==> src/rtl/mixer_pkg.sv <==
// Shared types and defaults for the SRAM track mixers: FSM states,
// accumulator sizing and the default SRAM track layout.
package mixer_pkg;

  typedef enum logic [1:0] {IDLE, WAIT, FETCH, EMIT} mixerState_e;

  localparam logic [19:0] DEF_BASE_ADDR    = 20'h20000;
  localparam logic [19:0] DEF_TRACK_STRIDE = 20'h20000;
  localparam logic [19:0] DEF_TRACK_LEN    = 20'h20000;

  // One guard bit per doubling of the track count plus one spare.
  function automatic int accWidth(input int dataW, input int numTracks);
    return dataW + $clog2(numTracks) + 1;
  endfunction

endpackage

==> src/rtl/sample_saturate.sv <==
// Combinational clamp of a wide signed sum into a narrower signed sample.
module sample_saturate #(
  parameter int IN_W  = 19,
  parameter int OUT_W = 16
) (
  input  logic [IN_W-1:0]  in_i,
  output logic [OUT_W-1:0] out_o
);

  logic [IN_W-OUT_W:0] topBits;

  assign topBits = in_i[IN_W-1:OUT_W-1];

  // The value fits when every bit above the output sign equals that sign.
  always_comb begin
    if (topBits == '0 || topBits == '1) begin
      out_o = in_i[OUT_W-1:0];
    end else if (in_i[IN_W-1]) begin
      out_o = {1'b1, {(OUT_W-1){1'b0}}};
    end else begin
      out_o = {1'b0, {(OUT_W-1){1'b1}}};
    end
  end

endmodule

==> src/rtl/sram_track_mixer.sv <==
// Multi-track playback engine: once per frame edge it fetches one sample per
// track from SRAM at the shared play position and emits the saturated sum.
module sram_track_mixer
  import mixer_pkg::*;
#(
  parameter int                NUM_TRACKS   = 4,
  parameter int                ADDR_W       = 20,
  parameter int                DATA_W       = 16,
  parameter logic [ADDR_W-1:0] TRACK_LEN    = ADDR_W'(DEF_TRACK_LEN),
  parameter logic [ADDR_W-1:0] BASE_ADDR    = ADDR_W'(DEF_BASE_ADDR),
  parameter logic [ADDR_W-1:0] TRACK_STRIDE = ADDR_W'(DEF_TRACK_STRIDE)
) (
  input  logic                  i_clk,
  input  logic                  i_rst,
  input  logic                  i_start,
  input  logic                  i_stop,
  input  logic                  i_loop,
  input  logic [NUM_TRACKS-1:0] i_track_en,
  input  logic                  i_frame,
  output logic [ADDR_W-1:0]     o_sram_addr,
  input  logic [DATA_W-1:0]     i_sram_dq,
  output logic [DATA_W-1:0]     o_sample,
  output logic                  o_sample_valid,
  output logic                  o_busy,
  output logic                  o_done,
  output logic                  o_overrun,
  output logic [ADDR_W-1:0]     o_pos
);

  localparam int                ACC_W    = accWidth(DATA_W, NUM_TRACKS);
  localparam int                CNT_W    = $clog2(NUM_TRACKS + 1);
  localparam logic [CNT_W-1:0]  LAST_CNT = CNT_W'(NUM_TRACKS);
  localparam logic [ADDR_W-1:0] LAST_POS = TRACK_LEN - ADDR_W'(1);

  mixerState_e           state_q, state_d;
  logic                  frameLvl_q;
  logic [CNT_W-1:0]      fetchCnt_q, fetchCnt_d;
  logic [NUM_TRACKS-1:0] trackEn_q, trackEn_d;
  logic [ACC_W-1:0]      acc_q, acc_d;
  logic [DATA_W-1:0]     sample_q, sample_d;
  logic                  valid_q, valid_d;
  logic                  done_q, done_d;
  logic                  overrun_q, overrun_d;
  logic [ADDR_W-1:0]     pos_q, pos_d;
  logic [ADDR_W-1:0]     addr_q, addr_d;
  logic [DATA_W-1:0]     satSample;
  logic [ACC_W-1:0]      dqExt;
  logic                  frameEdge;

  assign frameEdge = i_frame & ~frameLvl_q;
  assign dqExt     = {{(ACC_W-DATA_W){i_sram_dq[DATA_W-1]}}, i_sram_dq};

  sample_saturate #(
    .IN_W (ACC_W),
    .OUT_W(DATA_W)
  ) u_sat (
    .in_i (acc_d),
    .out_o(satSample)
  );

  always_ff @(posedge i_clk or posedge i_rst) begin
    if (i_rst) begin
      state_q    <= IDLE;
      frameLvl_q <= 1'b0;
      fetchCnt_q <= '0;
      trackEn_q  <= '0;
      acc_q      <= '0;
      sample_q   <= '0;
      valid_q    <= 1'b0;
      done_q     <= 1'b0;
      overrun_q  <= 1'b0;
      pos_q      <= '0;
      addr_q     <= '0;
    end else begin
      state_q    <= state_d;
      frameLvl_q <= i_frame;
      fetchCnt_q <= fetchCnt_d;
      trackEn_q  <= trackEn_d;
      acc_q      <= acc_d;
      sample_q   <= sample_d;
      valid_q    <= valid_d;
      done_q     <= done_d;
      overrun_q  <= overrun_d;
      pos_q      <= pos_d;
      addr_q     <= addr_d;
    end
  end

  // Data for track k arrives in fetch cycle k+1; the enable mask is shifted
  // alongside so bit 0 always belongs to the sample currently on the bus.
  always_comb begin
    state_d    = state_q;
    fetchCnt_d = fetchCnt_q;
    trackEn_d  = trackEn_q;
    acc_d      = acc_q;
    sample_d   = sample_q;
    valid_d    = 1'b0;
    done_d     = 1'b0;
    overrun_d  = 1'b0;
    pos_d      = pos_q;
    case (state_q)
      IDLE: begin
        if (i_start) begin
          state_d = WAIT;
          pos_d   = '0;
        end
      end
      WAIT: begin
        if (frameEdge) begin
          state_d    = FETCH;
          fetchCnt_d = '0;
          acc_d      = '0;
          trackEn_d  = i_track_en;
        end
      end
      FETCH: begin
        overrun_d = frameEdge;
        if (fetchCnt_q != '0) begin
          if (trackEn_q[0]) acc_d = acc_q + dqExt;
          trackEn_d = trackEn_q >> 1;
        end
        if (fetchCnt_q == LAST_CNT) begin
          state_d  = EMIT;
          sample_d = satSample;
          valid_d  = 1'b1;
          if (pos_q != LAST_POS) begin
            pos_d = pos_q + ADDR_W'(1);
          end else begin
            pos_d  = '0;
            done_d = ~i_loop;
          end
        end else begin
          fetchCnt_d = fetchCnt_q + CNT_W'(1);
        end
      end
      EMIT: begin
        overrun_d = frameEdge;
        state_d   = done_q ? IDLE : WAIT;
      end
      default: state_d = IDLE;
    endcase
    if (i_start && state_q != IDLE) begin
      state_d  = WAIT;
      pos_d    = '0;
      sample_d = sample_q;
      valid_d  = 1'b0;
      done_d   = 1'b0;
    end
    if (i_stop) begin
      state_d  = IDLE;
      pos_d    = '0;
      sample_d = sample_q;
      valid_d  = 1'b0;
      done_d   = 1'b0;
    end
  end

  // The address is registered from next-state values so it still lines up
  // with the fetch cycle while reading 0 during reset.
  always_comb begin
    addr_d = BASE_ADDR + pos_d;
    if (state_d == FETCH && fetchCnt_d != LAST_CNT) begin
      addr_d = BASE_ADDR + ADDR_W'(fetchCnt_d) * TRACK_STRIDE + pos_d;
    end
  end

  assign o_sram_addr    = addr_q;
  assign o_sample       = sample_q;
  assign o_sample_valid = valid_q;
  assign o_busy         = (state_q != IDLE);
  assign o_done         = done_q;
  assign o_overrun      = overrun_q;
  assign o_pos          = pos_q;

endmodule

==> config.mk <==
export PLATFORM = sky130hd
export DESIGN_NAME = sram_track_mixer
export DESIGN_NICKNAME = d
export VERILOG_FILES = /design/src/rtl/mixer_pkg.sv /design/src/rtl/sample_saturate.sv /design/src/rtl/sram_track_mixer.sv
export SDC_FILE = /design/constraint.sdc
export NUM_CORES = 1
export LEC_CHECK = 0
export BUFFER_PORTS_ARGS = -buffer_cell sky130_fd_sc_hd__clkbuf_2
export CORE_MARGIN = 2
export CORE_UTILIZATION = 46
export DETAILED_ROUTE_END_ITERATION = 8
export PLACE_DENSITY = 0.77
export SYNTH_ARGS = -nofsm -noshare
export SYNTH_HDL_FRONTEND = slang
export SYNTH_SLANG_ARGS = --single-unit
==> constraint.sdc <==
create_clock -name i_clk -period 3.5 [get_ports i_clk]
set_clock_uncertainty 0.1 [all_clocks]
set_input_delay 0.35 -clock i_clk [delete_from_list [all_inputs] [get_ports i_clk]]
set_output_delay 0.35 -clock i_clk [all_outputs]
set_load 0.01 [all_outputs]
After elaboration in Yosys (flattened, before gate mapping)
Index checks and enable logic that the tools add are counted.
{"block": "word_totals", "output_inout_bits": 60, "elab_cells": 79, "ff_bits": 88, "in_bits": 26}
{"block": "op_classes", "n_eq_ne": 10, "mux": 36, "reduce_logical": 11, "bitwise_logic": 5, "add_sub_neg": 6}
{"cell": "$mux W20", "count": 6}
{"cell": "$mux W19", "count": 3}
{"cell": "$add A18 B20 Y20 const A", "count": 2}
{"cell": "$pmux W20 S2", "count": 1}
{"cell": "$pmux W19 S2", "count": 1}
{"cell": "$mux W16", "count": 2}
{"cell": "$add A20 B1 Y20 const B", "count": 1}
{"cell": "$add A20 B20 Y20", "count": 1}
{"cell": "$ne A20 B17 Y1 const B", "count": 1}
{"cell": "$add A19 B19 Y19", "count": 1}
{"cell": "$mux W1", "count": 11}
{"cell": "$mux W2", "count": 5}
{"cell": "$mux W4", "count": 2}
{"cell": "$pmux W2 S4", "count": 1}
{"cell": "$pmux W4 S2", "count": 1}
{"cell": "$eq A2 B2 Y1 const B", "count": 3}
{"cell": "$mux W3", "count": 2}
{"cell": "$pmux W3 S2", "count": 1}
{"cell": "$eq A4 B4 Y1 const B", "count": 1}
{"cell": "$logic_not A4 Y1", "count": 1}
{"cell": "$ne A2 B2 Y1 const B", "count": 2}
{"cell": "$not A1 Y1", "count": 4}
{"cell": "$reduce_and A4 Y1", "count": 1}
{"cell": "$reduce_bool A2 Y1", "count": 2}
{"cell": "other kinds (11)", "count": 12}

Logic depth before layout (Yosys ltp)
{"block": "depth", "depth_word": 9, "ltp_mapped": 21, "depth_no_buf": 20}

Hierarchy
From an unflattened synthesis, not the netlist that was laid out.
{"block": "unflattened", "cells_unflattened": 525, "area_unflattened_um2": 4860.9}
{"module": "sram_track_mixer", "seq_area_each_um2": 1776.7, "area_per_inst_um2": 4486.8, "cells_per_inst": 469, "n_inst": 1}
{"module": "sample_saturate", "seq_area_each_um2": 0.0, "area_per_inst_um2": 374.1, "cells_per_inst": 56, "n_inst": 1}

Least setup slack after synthesis
Ideal clock, no wire load.
{"block": "synth_timing", "path_kind": "register to register", "from": "register fetchCnt_q[0]", "to": "register addr_q[19] (netlist: o_sram_addr[19])", "path_buffers": 1, "path_slack_ps": 169, "t_arrival_ps": 3151, "setup_ps": 80, "path_stages_with_launch": 19, "cell_sequence": "dfrtp_1 -> inv_1 -> ha_1 -> and2_1 -> nand2_1 -> nor2b_1 -> nand3_1 -> nand2_1 -> clkbuf_1 -> o21ai_0 -> a21oi_1 -> nor2_1 -> ha_1 -> ha_1 -> xor2_1 -> xnor2_1 -> nor2_1 -> a21oi_1 -> xnor2_1"}
{"block": "synth_via", "word_cells_on_any_way": 20}
{"element": "start, declared", "line_no": "sram_track_mixer.sv:37", "text": "logic [CNT_W-1:0] fetchCnt_q, fetchCnt_d;"}
{"element": "start signal, assigned", "line_no": "sram_track_mixer.sv:77", "text": "fetchCnt_q <= fetchCnt_d;"}
{"element": "$eq A3 B3 Y1 (*)", "line_no": "sram_track_mixer.sv:122", "text": "if (fetchCnt_q == LAST_CNT) begin"}
{"element": "$mux W20 (*)", "line_no": "sram_track_mixer.sv:122"}
{"element": "$pmux W20 S2 (*)", "line_no": "sram_track_mixer.sv:101", "text": "case (state_q)"}
{"element": "$mux W20 (*)", "line_no": "sram_track_mixer.sv:142", "text": "if (i_start && state_q != IDLE) begin"}
{"element": "$mux W20 (*)", "line_no": "sram_track_mixer.sv:149", "text": "if (i_stop) begin"}
{"element": "via pos_d[18]", "line_no": "sram_track_mixer.sv:44", "text": "logic [ADDR_W-1:0] pos_q, pos_d;"}
{"element": "$add A18 B20 Y20 or $add A20 B20 Y20 (tied branches)", "line_no": "sram_track_mixer.sv:161, sram_track_mixer.sv:163"}
{"element": "$mux W20 (*)", "line_no": "sram_track_mixer.sv:162", "text": "if (state_d == FETCH && fetchCnt_d != LAST_CNT) begin"}
{"element": "via addr_d[19]", "line_no": "sram_track_mixer.sv:45", "text": "logic [ADDR_W-1:0] addr_q, addr_d;"}
{"element": "end signal, assigned", "line_no": "sram_track_mixer.sv:85", "text": "addr_q <= addr_d;"}
{"element": "end, declared", "line_no": "sram_track_mixer.sv:45"}
The timed path passes the listed nets; every way through them passes the cells marked *.
A chain may end at the register's enable or synchronous reset.

Final worst setup path
{"block": "layout_timing", "from": "register state_q[0]", "to": "register addr_q[19] (netlist: o_sram_addr[19])"}
{"block": "layout_via", "word_cells_on_any_way": 23}
{"element": "start, declared", "line_no": "sram_track_mixer.sv:35", "text": "mixerState_e state_q, state_d;"}
{"element": "start signal, assigned", "line_no": "sram_track_mixer.sv:75", "text": "state_q <= state_d;"}
{"element": "$eq A2 B2 Y1 (tied with other cells)", "line_no": "sram_track_mixer.sv:101"}
{"element": "$pmux W20 S2 or $logic_and A1 B1 Y1 (tied branches)", "line_no": "sram_track_mixer.sv:101, sram_track_mixer.sv:142"}
{"element": "$mux W20 (*)", "line_no": "sram_track_mixer.sv:142"}
{"element": "$mux W20 (*)", "line_no": "sram_track_mixer.sv:149"}
{"element": "via pos_d[18]", "line_no": "sram_track_mixer.sv:44"}
{"element": "$add A18 B20 Y20 or $add A20 B20 Y20 (tied branches)", "line_no": "sram_track_mixer.sv:161, sram_track_mixer.sv:163"}
{"element": "$mux W20 (*)", "line_no": "sram_track_mixer.sv:162"}
{"element": "via addr_d[19]", "line_no": "sram_track_mixer.sv:45"}
Marks and branches as above.

==> results.md <==
- Largest net degree at the start of global routing: 35
- Worst setup SP type: flop
- Critical path data required time: 3.68 ns
- Max Cap Violations: 0
- Die X: ~100 um
- Setup CP Type: flop to flop
- Post-Syn Area: approximately 0.0047 mm2
- CTS Buffer Depth: 2
- Hold Fails Final Rpt: 6
- Via-to-Cell Ratio: 5.81
- Post-DP HPWL: approximately 8500 um
- Port-buffer cells: 85
- Ys async rst share: 100%
- Lkg Pwr: 2.56 nW
- Post-CTS Setup Bufs: 0
- Sw power: 0.439 mW
- Total Wirelength: roughly 12000 um
- Clock power frac: 38.7%
- Post-DRT Antenna Nets: 0
- CP max stage cell: mux2_2
- CP cell instances: inv_1 -> ha_1 -> mux2_2 -> o21ai_0 -> a21oi_1 -> nor2_1 -> ha_1 -> ha_1 -> xor2_1 -> xnor2_1 -> nor2_1 -> a21oi_1 -> xnor2_1
- Die Footprint: 0.0109 mm2
- Slew headroom: between 50% and 60%
- I/O pins: 86
- Netlist cell types: 59
- Critical Path Most Common Cell: ha_1
- Final cycle utilization of the critical path: 92.3%
- Initial antenna violation count: 0
- Register bit count reported by yosys: slightly above 70
- Worst path top cell family by delay: adder cells
- Failing checks: negative hold slack
- Residual DRC: 0
- CTS buffer count: 9
- Placer Congestion: 0.926
- Mapped Cells: 531
- Remaining global-route overflow: 0
- DR vias: 4268
- Final min period: 3.23 ns
- RSZ-0062 raised after global routing: no
- Type of the worst min-delay path: input pin to asynchronous set/reset pin
- VDD IR max: just over 0.2 mV
- Sequential fraction of the synthesis area: between 30% and 40%
- Die height: approximately 100 um
- Syn_nets: 588
- Critical path endpoint category: flop
- Buf+Inv Stages, Crit Path: 1
- Htree depth: 3
- Rows: 36
- Status: finished with violations
- Worst path max stage delay: 0.45 ns
- Root Buffer: clkbuf_8
- Most frequent cells in the layout: clkbuf_2, dfrtp_1, nand2_1, nor2_1, o21ai_0
- TNS Setup: 0 ns
- Internal power: 1.24 mW
- Vias in the first global route: 3955
- FMAX: 310 MHz
- Final setup fails: 0
- Core ar.: 0.00977 mm2
- Drt wl/cell: between 15 and 20 um
- Reg power frac: 51.1%
- Global Route Usage Sum: 21.5%
- Initial drt markers: between 200 and 300
- Sw Share: between 20% and 30%
- Power per Cell Area: 319 mW/mm2
- Final Max Slew Viols: 0
- Hold_ws: -0.00455 ns
- CTS clk-pin slew, worst paths: 0.08 ns
- Synth Warn #: 0
- Synth Flop Type: dfrtp_1
- Final #Nets: 656
- Number of flops mapped to enable cells by yosys: 0
- DRT Pass-1 Iters: 5
- Starting Density: 47.6%
- Worst Tran Pin Value: 0.721 ns
- Clock Latency Late Sink: 0.35 ns
- Clock sinks: between 70 and 80
- Arr. time, crit path: between 3 and 4 ns
- Layout cell share with drive strength beyond 1: a little under a quarter
- Most common cell after layout, fill and taps aside: clkbuf_2
- CTS tree: built
- Synth-to-Final Area Change: 13.5%
- Combinational fraction of design power: between 10% and 20%
- Ant diodes: 0
- First-pass GRT wire length: 18900 um
- Syn avg cell area: 8.76 um2
- Crit-path max FO: 16
[power by group through the flow]
stage | Clock [mW] | Sequential (mW) | Combinational, mW
finish | 0.652 | 0.859 | 0.172
global placement | 0 | 0.874 | 0.166
floorplan | 0 | 0.876 | 0.106
detailed placement | 0 | 0.875 | 0.171
global route | 0.701 | 0.861 | 0.192
CTS | 0.657 | 0.859 | 0.172
[Yosys cell counts, drive strengths merged, types with 3 or more instances]
master / count / area [um2]
a211oi: 3 / 32.5
a21o: 8 / 61.3
a21oi: 40 / 215
a22oi: 5 / 37.5
a311oi: 5 / 43.8
a31oi: 3 / 18.8
a32oi: 15 / 131
and2: 4 / 25.0
and3: 11 / 73.8
buf: 27 / 204
clkbuf: 15 / 56.3
dfrtp: 71 / 1780
ha: 30 / 375
inv: 18 / 67.6
mux2: 3 / 33.8
mux2i: 10 / 100
nand2: 63 / 239
nand2b: 9 / 56.3
nand3: 13 / 65.1
nand3b: 3 / 22.5
nand4: 6 / 37.5
nor2: 47 / 176
nor3: 9 / 45.0
nor4: 5 / 31.3
o211ai: 3 / 32.5
o21ai: 62 / 310
or2: 3 / 18.8
xnor2: 8 / 70.1
xor2: 8 / 70.1
[cells by family after synthesis]
family	after synthesis	synth area share, %
AO/OA/AOI/OAI	158	21.7
flip-flops	71	38.2
XOR/XNOR	16	3.01
buffers and inverters	60	7.04
AND/OR/NAND/NOR	182	18.7
adder cells (fa/ha/maj)	31	8.50
multiplexers	13	2.88
[final cells by class]
class | count | area, um2
clock buffers | 10 | 138
clock inverters | 4 | 47.5
fillers | 915 | 4490
inverters | 18 | 67.6
multi-input cells | 400 | 2550
flip-flops and latches | 71 | 1780
well taps | 133 | 166
repair buffers | 99 | 531
[layer usage]
layer / track usage (%) / share of wire [%] / vias up / wire length, um
met2: 33.7 / 47 / 149 / 5540
met3: 5.24 / 5.4 / 23 / 629
li1: - / - / 2027 / -
met5: 0 / 0 / - / 0
met4: 8.29 / 2.2 / 0 / 253
met1: 28.7 / 45 / 2069 / 5300
[stage by stage]
stage | util [%] | setup WS [ns] | std cells | power [mW] | instance area [um2]
5_1_grt | 54.0 | 0.0123 | 735 | 1.76 | 5280
4_1_cts | 54.0 | 0.214 | 735 | 1.69 | 5280
2_1_floorplan | - | 0.169 | 531 | 0.981 | 4650
6_report | 54.0 | 0.271 | 735 | 1.68 | 5280
3_3_place_gp | 52.1 | 0.344 | 721 | 1.04 | 5090
3_5_place_dp | 52.1 | 0.254 | 721 | 1.05 | 5090
[state kept, by name (all words and copies together), names as in the netlist]
name            flops
trackEn_q           4
o_sample_valid      1
state_q             2
acc_q              19
o_sample           16
o_sram_addr        20
o_overrun           1
frameLvl_q          1
o_pos               3
fetchCnt_q          3
o_done              1
[path summary, 6_finish.rpt]
kind / from / slack, ns / depth (start not counted) / to
worst max-delay path: state_q[0] / 0.27 / 13 / o_sram_addr[19]
worst min-delay path: i_rst / -0.005 / 2 / o_sram_addr[13]
worst max register to register: state_q[0] / 0.27 / 13 / o_sram_addr[19]
worst min register to register: o_sample[1] / 0.40 / 2 / o_sample[1]
max in group asynchronous: i_rst / 2.53 / 3 / o_sample[5]
min in group i_clk: i_frame / 0.02 / 1 / frameLvl_q
[worst reg2reg max path, stage by stage (launching register included)]
cell     delay [ns]
dfrtp_1        0.41
inv_1          0.13
ha_1           0.44
mux2_2         0.45
o21ai_0        0.15
a21oi_1        0.17
nor2_1         0.09
ha_1           0.34
ha_1           0.22
xor2_1         0.18
xnor2_1        0.14
nor2_1         0.05
a21oi_1        0.15
xnor2_1        0.13
[repair_timing]
| item | 4_1_cts | 5_1_grt |
|---|---|---|
| resized for setup | 0 | 2 |
| setup endpoints to repair | 0 | 1 |
| hold buffers | 0 | 0 |
Power figures use the tool's default switching activity.
